### src/rtl/dds_sweep_ctrl.sv
// dds_sweep_ctrl
//   Frequency-sweep sequencer for a DDS phase-increment port. On start it
//   latches a sweep configuration, then repeatedly presents a phase
//   increment on an AXI-stream beat, holds it for a dwell period, and steps
//   the increment by cfg_step until it would exceed cfg_stop_inc. The sweep
//   either finishes (single shot) or restarts from cfg_start_inc.
//
// Ports
//   clk, rst            clock (rising edge), synchronous active-high reset
//   start, abort        single-cycle sweep begin / terminate requests
//   cfg_start_inc       first phase increment
//   cfg_step            unsigned increment added per step
//   cfg_stop_inc        last permitted phase increment
//   cfg_dwell           each step is held in DWELL for cfg_dwell+1 cycles
//   cfg_repeat          1 = restart after the last step, 0 = single sweep
//   phase_tvalid/tdata  AXI-stream beat toward the DDS phase port
//   phase_tready        DDS ready (tie high if the core has none)
//   busy                high whenever not IDLE
//   step_strobe         pulse on each accepted beat
//   sweep_done          pulse when a single sweep completes
module dds_sweep_ctrl #(
  parameter int PHASE_W = 32,
  parameter int DWELL_W = 16
) (
  input  logic               clk,
  input  logic               rst,
  input  logic               start,
  input  logic               abort,
  input  logic [PHASE_W-1:0] cfg_start_inc,
  input  logic [PHASE_W-1:0] cfg_step,
  input  logic [PHASE_W-1:0] cfg_stop_inc,
  input  logic [DWELL_W-1:0] cfg_dwell,
  input  logic               cfg_repeat,
  output logic               phase_tvalid,
  output logic [PHASE_W-1:0] phase_tdata,
  input  logic               phase_tready,
  output logic               busy,
  output logic               step_strobe,
  output logic               sweep_done
);

  typedef enum logic [1:0] {
    S_IDLE  = 2'd0,
    S_LOAD  = 2'd1,
    S_DWELL = 2'd2,
    S_DONE  = 2'd3
  } state_t;

  state_t             r_state;
  state_t             w_state_nxt;

  logic [PHASE_W-1:0] r_cur_inc;
  logic [DWELL_W-1:0] r_dwell_cnt;

  logic [PHASE_W-1:0] r_start_inc;
  logic [PHASE_W-1:0] r_step;
  logic [PHASE_W-1:0] r_stop_inc;
  logic [DWELL_W-1:0] r_dwell;
  logic               r_repeat;

  logic [PHASE_W:0]   w_next_sum;
  logic               w_out_of_range;
  logic               w_latch;
  logic               w_accept;
  logic               w_dwell_zero;

  // One extra bit keeps the carry so a sum that wraps past 2^PHASE_W is
  // treated as out of range instead of looking like a small increment.
  assign w_next_sum     = {1'b0, r_cur_inc} + {1'b0, r_step};
  assign w_out_of_range = w_next_sum[PHASE_W] ||
                          (w_next_sum[PHASE_W-1:0] > r_stop_inc);

  assign w_latch      = (r_state == S_IDLE) && start && !abort;
  // abort wins over a handshake that would otherwise complete this cycle
  assign w_accept     = (r_state == S_LOAD) && phase_tready && !abort;
  assign w_dwell_zero = (r_dwell_cnt == '0);

  always_comb begin
    w_state_nxt  = r_state;
    phase_tvalid = 1'b0;
    phase_tdata  = r_cur_inc;
    busy         = (r_state != S_IDLE);
    step_strobe  = 1'b0;
    sweep_done   = 1'b0;
    case (r_state)
      S_IDLE: begin
        if (w_latch) w_state_nxt = S_LOAD;
      end
      S_LOAD: begin
        phase_tvalid = 1'b1;
        step_strobe  = w_accept;
        if (abort)             w_state_nxt = S_IDLE;
        else if (phase_tready) w_state_nxt = S_DWELL;
      end
      S_DWELL: begin
        if (abort) begin
          w_state_nxt = S_IDLE;
        end else if (w_dwell_zero) begin
          if (!w_out_of_range || r_repeat) w_state_nxt = S_LOAD;
          else                             w_state_nxt = S_DONE;
        end
      end
      S_DONE: begin
        sweep_done  = !abort;
        w_state_nxt = S_IDLE;
      end
      default: w_state_nxt = S_IDLE;
    endcase
  end

  always_ff @(posedge clk) begin
    if (rst) begin
      r_state     <= S_IDLE;
      r_cur_inc   <= '0;
      r_dwell_cnt <= '0;
    end else begin
      r_state <= w_state_nxt;
      if (w_latch) r_cur_inc <= cfg_start_inc;
      if (w_accept) r_dwell_cnt <= r_dwell;
      if ((r_state == S_DWELL) && !abort) begin
        if (!w_dwell_zero) begin
          r_dwell_cnt <= r_dwell_cnt - 1'b1;
        end else if (!w_out_of_range) begin
          r_cur_inc <= w_next_sum[PHASE_W-1:0];
        end else if (r_repeat) begin
          r_cur_inc <= r_start_inc;
        end
      end
    end
  end

  // Configuration snapshot: taken only when a sweep starts, so later cfg_*
  // changes do not disturb a sweep in progress.
  always_ff @(posedge clk) begin
    if (w_latch) begin
      r_start_inc <= cfg_start_inc;
      r_step      <= cfg_step;
      r_stop_inc  <= cfg_stop_inc;
      r_dwell     <= cfg_dwell;
      r_repeat    <= cfg_repeat;
    end
  end

endmodule

### config.mk
export PLATFORM = sky130hd
export DESIGN_NAME = dds_sweep_ctrl
export DESIGN_NICKNAME = d
export VERILOG_FILES = /design/src/rtl/dds_sweep_ctrl.sv
export SDC_FILE = /design/constraint.sdc
export NUM_CORES = 1
export LEC_CHECK = 0
export BUFFER_PORTS_ARGS = -buffer_cell sky130_fd_sc_hd__buf_2
export CORE_MARGIN = 5
export CORE_UTILIZATION = 53
export CTS_BUF_LIST = sky130_fd_sc_hd__clkbuf_4 sky130_fd_sc_hd__clkbuf_8
export CTS_CLUSTER_SIZE = 40
export DETAILED_ROUTE_END_ITERATION = 8
export GPL_TIMING_DRIVEN = 0
export HOLD_SLACK_MARGIN = 0.08
export PLACE_DENSITY = 0.8
export SLEW_MARGIN = 10
export SYNTH_ARGS = -nofsm -noshare
export SYNTH_HDL_FRONTEND = slang
export SYNTH_SLANG_ARGS = --single-unit
### constraint.sdc
create_clock -name clk -period 5.3 [get_ports clk]
set_input_delay 0.53 -clock clk [delete_from_list [all_inputs] [get_ports clk]]
set_output_delay 0.53 -clock clk [all_outputs]
set_load 0.05 [all_outputs]
; After elaboration in Yosys (flattened, before gate mapping)
; Index checks and enable logic that the tools add are counted.
; W data, S select, Z words.
[totals]
ff_bits = 163
input_bits = 118
output_inout_bits = 36
[op_classes]
add_sub_neg = 2
n_lt_le_gt_ge = 1
n_eq_ne = 6
n_mux = 18
n_reduce_logical = 13
[ops]
columns = op, count
row1 = $mux W32, 5
row2 = $mux W16, 3
row3 = $add A32 B32 Y33, 1
row4 = $gt A32 B32 Y1, 1
row5 = $logic_not A16 Y1, 1
row6 = $sub A16 B1 Y16 const B, 1
row7 = $mux W2, 6
row8 = $pmux W2 S4, 1
row9 = $ne A3 B3 Y1 const B, 2
row10 = $logic_and A1 B1 Y1, 5
row11 = $eq A2 B2 Y1 const B, 2
row12 = $mux W1, 3
row13 = $reduce_and A3 Y1, 1
row14 = $eq A2 B1 Y1 const B, 1
row15 = $logic_not A1 Y1, 2
row16 = $logic_not A2 Y1, 1
row17 = $logic_or A1 B1 Y1, 2
row18 = $ne A2 B2 Y1 const B, 1
row19 = $reduce_bool A2 Y1, 1

; Depth between registers and ports, before layout
[logic_depth]
depth_word = 9
ltp_mapped = 20

; Least setup slack after synthesis
; OpenSTA, ideal clock, no wires.
[synth_timing]
path_type = input -> register
start = input port abort
end = register r_cur_inc[14], in the netlist phase_tdata[14]
arrival_ns = 4.945
required_time_ns = 5.210
setup_slack_ns = 0.266
path_stages = 5
path_buffers = 2
cell_sequence = nor4b_1 buf_2 buf_1 mux2i_1 a211oi_1
[synth_via]
elab_chain_len = 7
word_cells_on_any_way = 8
classes_between = 5 x mux / 3 x reduce/logical
[synth_rtl]
columns = element, line_no
row1 = from (decl), 28  ; input logic abort,
row2 = $logic_not A1 Y1 *, 73  ; assign w_latch = (r_state == S_IDLE) && start && !abort;
row3 = $logic_and A1 B1 Y1 *, 73
row4 = via w_latch, 63  ; logic w_latch;
row5 = $mux W32 *, 118  ; if (w_latch) r_cur_inc <= cfg_start_inc;
row6 = $mux W32, 125  ; end else if (r_repeat) begin
row7 = $mux W32, 123  ; end else if (!w_out_of_range) begin
row8 = $mux W32, 121  ; if (!w_dwell_zero) begin
row9 = $mux W32 *, 120  ; if ((r_state == S_DWELL) && !abort) begin
row10 = to (signal assigned), 118
row11 = to (signal assigned), 124  ; r_cur_inc <= w_next_sum[PHASE_W-1:0];
row12 = to (signal assigned), 126  ; r_cur_inc <= r_start_inc;
row13 = to (decl), 52  ; logic [PHASE_W-1:0] r_cur_inc;
; The timed path passes the listed nets; every way through them passes the cells marked *.
; A chain may end at the register's enable or synchronous reset.

; Worst setup path in the final report
[layout_timing]
start = register r_step[0]
end = register r_cur_inc[11], in the netlist phase_tdata[11]
[layout_via]
elab_chain_len = 6
[layout_rtl]
columns = element, line_no
row1 = from (decl), 56  ; logic [PHASE_W-1:0] r_step;
row2 = from (signal assigned), 137  ; r_step <= cfg_step;
row3 = $add A32 B32 Y33 *, 69  ; assign w_next_sum = {1'b0, r_cur_inc} + {1'b0, r_step};
row4 = $gt A32 B32 Y1, 71  ; (w_next_sum[PHASE_W-1:0] > r_stop_inc);
row5 = $logic_or A1 B1 Y1, 70  ; assign w_out_of_range = w_next_sum[PHASE_W] ||
row6 = $mux W32 *, 123
row7 = $mux W32 *, 121
row8 = $mux W32 *, 120
; Mark *: on every way between the ends. The rest lies on a longest branch, timed or not.

==> impl_metrics.ini <==
[grt]
grt_pass1_wl_um = 34800
first_global_vias = 6854
grt_usage_pct = 22.6
antenna_found_initial = 1
grt_max_degree = 40
gr-total-overflow = 0

[finish]
drive_gt1_share_pct = 25.3
fill_cells = 1310
nNetsFinal = 1141
multi_input_area_um2 = 4110
seqCellArea_um2 = 4390
final_cell_mix = buf_2, edfxtp_1, ha_1
final_common_cell = buf_2
diodes = 0
area_growth_syn_to_layout_pct = 18.4

[synthesis]
synthTopCellsByArea = edfxtp_1, dfxtp_1, ha_1
yosys.area.top_type_share_pct = 38.7
ys_seq_area_share_pct = 50.1
syn-instance-count = 779
synth.net_count = 963
synthFlopType = edfxtp_1
yosys_warnings = 0
synth-edff-count = 113
syn_area_um2 = 8760
syn_area_per_cell_um2 = 11.2
yosysTopAreaCell = edfxtp_1
ys_ff_latch = 163
ys_async_sr_fraction_pct = 0
synth_cell_type_count = 74

[setup_path]
max_stage_delay_ns = 0.47
r2r_cells = 21
r2r_end = phase_tdata[11]
cp_cell_sequence = ha_1, inv_1, fa_1, and2b_1, o211ai_2, a31oi_4, a41oi_4, a211oi_2, buf_4, o211a_1, a2111oi_2, ha_1, nand4_1, nor3_4, a221oi_2, a41oi_2, o21ai_4, and2_4, buf_4, o32ai_1, a211oi_1
path_max_fanout = 10
timing.rr.start = r_step[0]
setup.worst_path.start_class = flip-flop
path_class = flip-flop to flip-flop
critPathRequiredTime_ns = 5.67
cp_slowest_cell = a2111oi_2
crit_path_end_kind = flip-flop
worst-r2r-setup-slack_ns = 0.21
crit_arrival_ns = 5.46

[power_and_ir_drop]
power.density_nw_per_um2 = 280
ir_drop_mv = 0.278
p_leak_nw = 4.35

[placement]
numPortBuffers = 153
hpwl_um = 16200
place_congestion = 0.914
post-place-ws_ns = -0.629

[clocking]
clk_pin_slew_ns = 0.09
cts_buffer_depth = 2
htreeDepth = 4
cts.sinks = 163
hold_buffers = 0
cts_buffers = 17
cts_tree = done
clock_latency_ns = 0.46
cts_root_buffer = clkbuf_8

[sta]
finClkSkew_ns = 0.0133
drv_slew = 0
hold_slack_ns = 0.231
slew_headroom_pct = 33.5
setup_tns_ns = 0
max_freq_ghz = 0.197
fin_ws_ns = 0.213
min_period_ns = 5.09
setup-violations-final = 0
fin_crit_sh_pct = 96.0
worst_slew_pin_slew_ns = 0.998
hold_viol = 0

[outcome]
status = finished, final reports clean

[run]
cap_viol_max_count = 0

[drt]
drc = 0
drt_iter0_drc = 479
viasPerCell = 5.88
drtPass1Iterations = 5
wl_per_cell_um = 18.5
drt-total-wl_um = 22100
ant_nets = 0
via_count = 6995

[min_path]
hold_end = r_step[10]
whs_path_depth = 1
min_path_type = input pin to flip-flop
min_from = cfg_step[10]

[floorplanning]
start_util_pct = 53.4
ios = 154
chipWidth_um = 139
dieArea_um2 = 19200
core-area_um2 = 16400
die_h_um = 139
num_rows = 47
-- layout make-up --
class | instances | share of cell area, %
buffer | 35 | 1.59
inverter | 55 | 1.99
multi-input combinational | 526 | 39.6
timing repair buffer | 159 | 8.18
clock buffer | 18 | 2.39
tap | 220 | 2.65
clock inverter | 14 | 1.25
sequential | 163 | 42.4
-- per-stage QoR --
stage	utilization, %	total power (W)	area (um2)	cells
2_1_floorplan	-	0.00187	8760	779
5_1_grt	63.2	0.00304	10400	1190
4_1_cts	62.7	0.00292	10300	1188
6_report	63.2	0.00290	10400	1190
3_3_place_gp	59.7	0.00203	9800	1152
3_5_place_dp	60.1	0.00204	9860	1155
-- report_power, final --
part | leakage [nW] | switching, W | internal, W
Clock | 0.190 | 0.000478 | 0.000389
Combinational | 2.70 | 0.000364 | 0.000221
Sequential | 1.46 | 0.0000288 | 0.00142
-- logic make-up after synthesis --
kind of cell,count (synthesis),synth area share (%)
adder cells (fa/ha/maj),66,9.51
XOR/XNOR,29,2.90
buffers and inverters,90,4.18
flip-flops,163,50.1
multiplexers,34,3.91
AND/OR/NAND/NOR,164,9.61
AO/OA/AOI/OAI,233,19.7
-- synth_stat cells, drive strengths merged (2+ instances only) --
cell type / instances
edfxtp: 113
ha: 65
inv: 55
a21oi: 53
dfxtp: 50
nand2: 39
nor2: 39
a211oi: 35
mux2i: 32
o21ai: 31
clkbuf: 23
a21o: 21
o32ai: 19
xnor2: 19
a221oi: 16
nor3: 16
o21a: 15
nand3: 13
nand4: 13
buf: 12
nor4: 10
xor2: 10
or3: 7
nand2b: 5
o211ai: 5
and3: 4
o21bai: 4
a2111oi: 3
a21boi: 3
a31oi: 3
nor2b: 3
o311ai: 3
o31ai: 3
or2: 3
a31o: 2
a41oi: 2
and2: 2
and4: 2
mux2: 2
nor3b: 2
o211a: 2
o22ai: 2
o41ai: 2
or4: 2
-- layer usage --
metal  track usage, %  share of wire, %  up-vias  routed length, um
met5                0             0.050        -                 11
met4             5.93               1.9        2                422
met3             5.48               6.7       42               1480
met2             37.2                48      285              10600
met1             30.1                43     3311               9560
li1                 -                 -     3355                  -
-- worst max-delay path by stage --
stage / startpoint / to / cells after the start / slack [ns]
3_5_place_dp: r_step[0] / phase_tdata[12] / 19 / -0.63
2_1_floorplan: abort / phase_tdata[14] / 5 / 0.27
6_report: r_step[0] / phase_tdata[11] / 21 / 0.21
3_3_place_gp: abort / phase_tdata[24] / 6 / -1.75
5_1_grt: r_step[1] / phase_tdata[9] / 18 / -0.03
4_1_cts: phase_tdata[0] / phase_tdata[12] / 19 / 0.005
-- flip-flops by register name, summed over array words and instances, names as in the netlist --
register,flops
r_dwell_cnt,16
r_stop_inc,32
r_repeat,1
r_start_inc,32
r_dwell,16
r_step,32
r_state,2
phase_tdata,32
-- critical path, delay by kind of cell (launching register included) --
kind	cells	cell delay, ns
flops	1	0.37
fa+ha+maj	3	0.76
compound gates	11	2.72
buf+inv	3	0.45
simple gates	4	0.68
-- timing repair --
action | 4_1_cts | 5_1_grt
gates cloned | 0 | 0
gates resized for setup | 8 | 11
pin swaps | 1 | 5
buffers inserted | 1 | 2
setup endpoints to repair | 33 | 33
(Power assumes the default switching activity.)
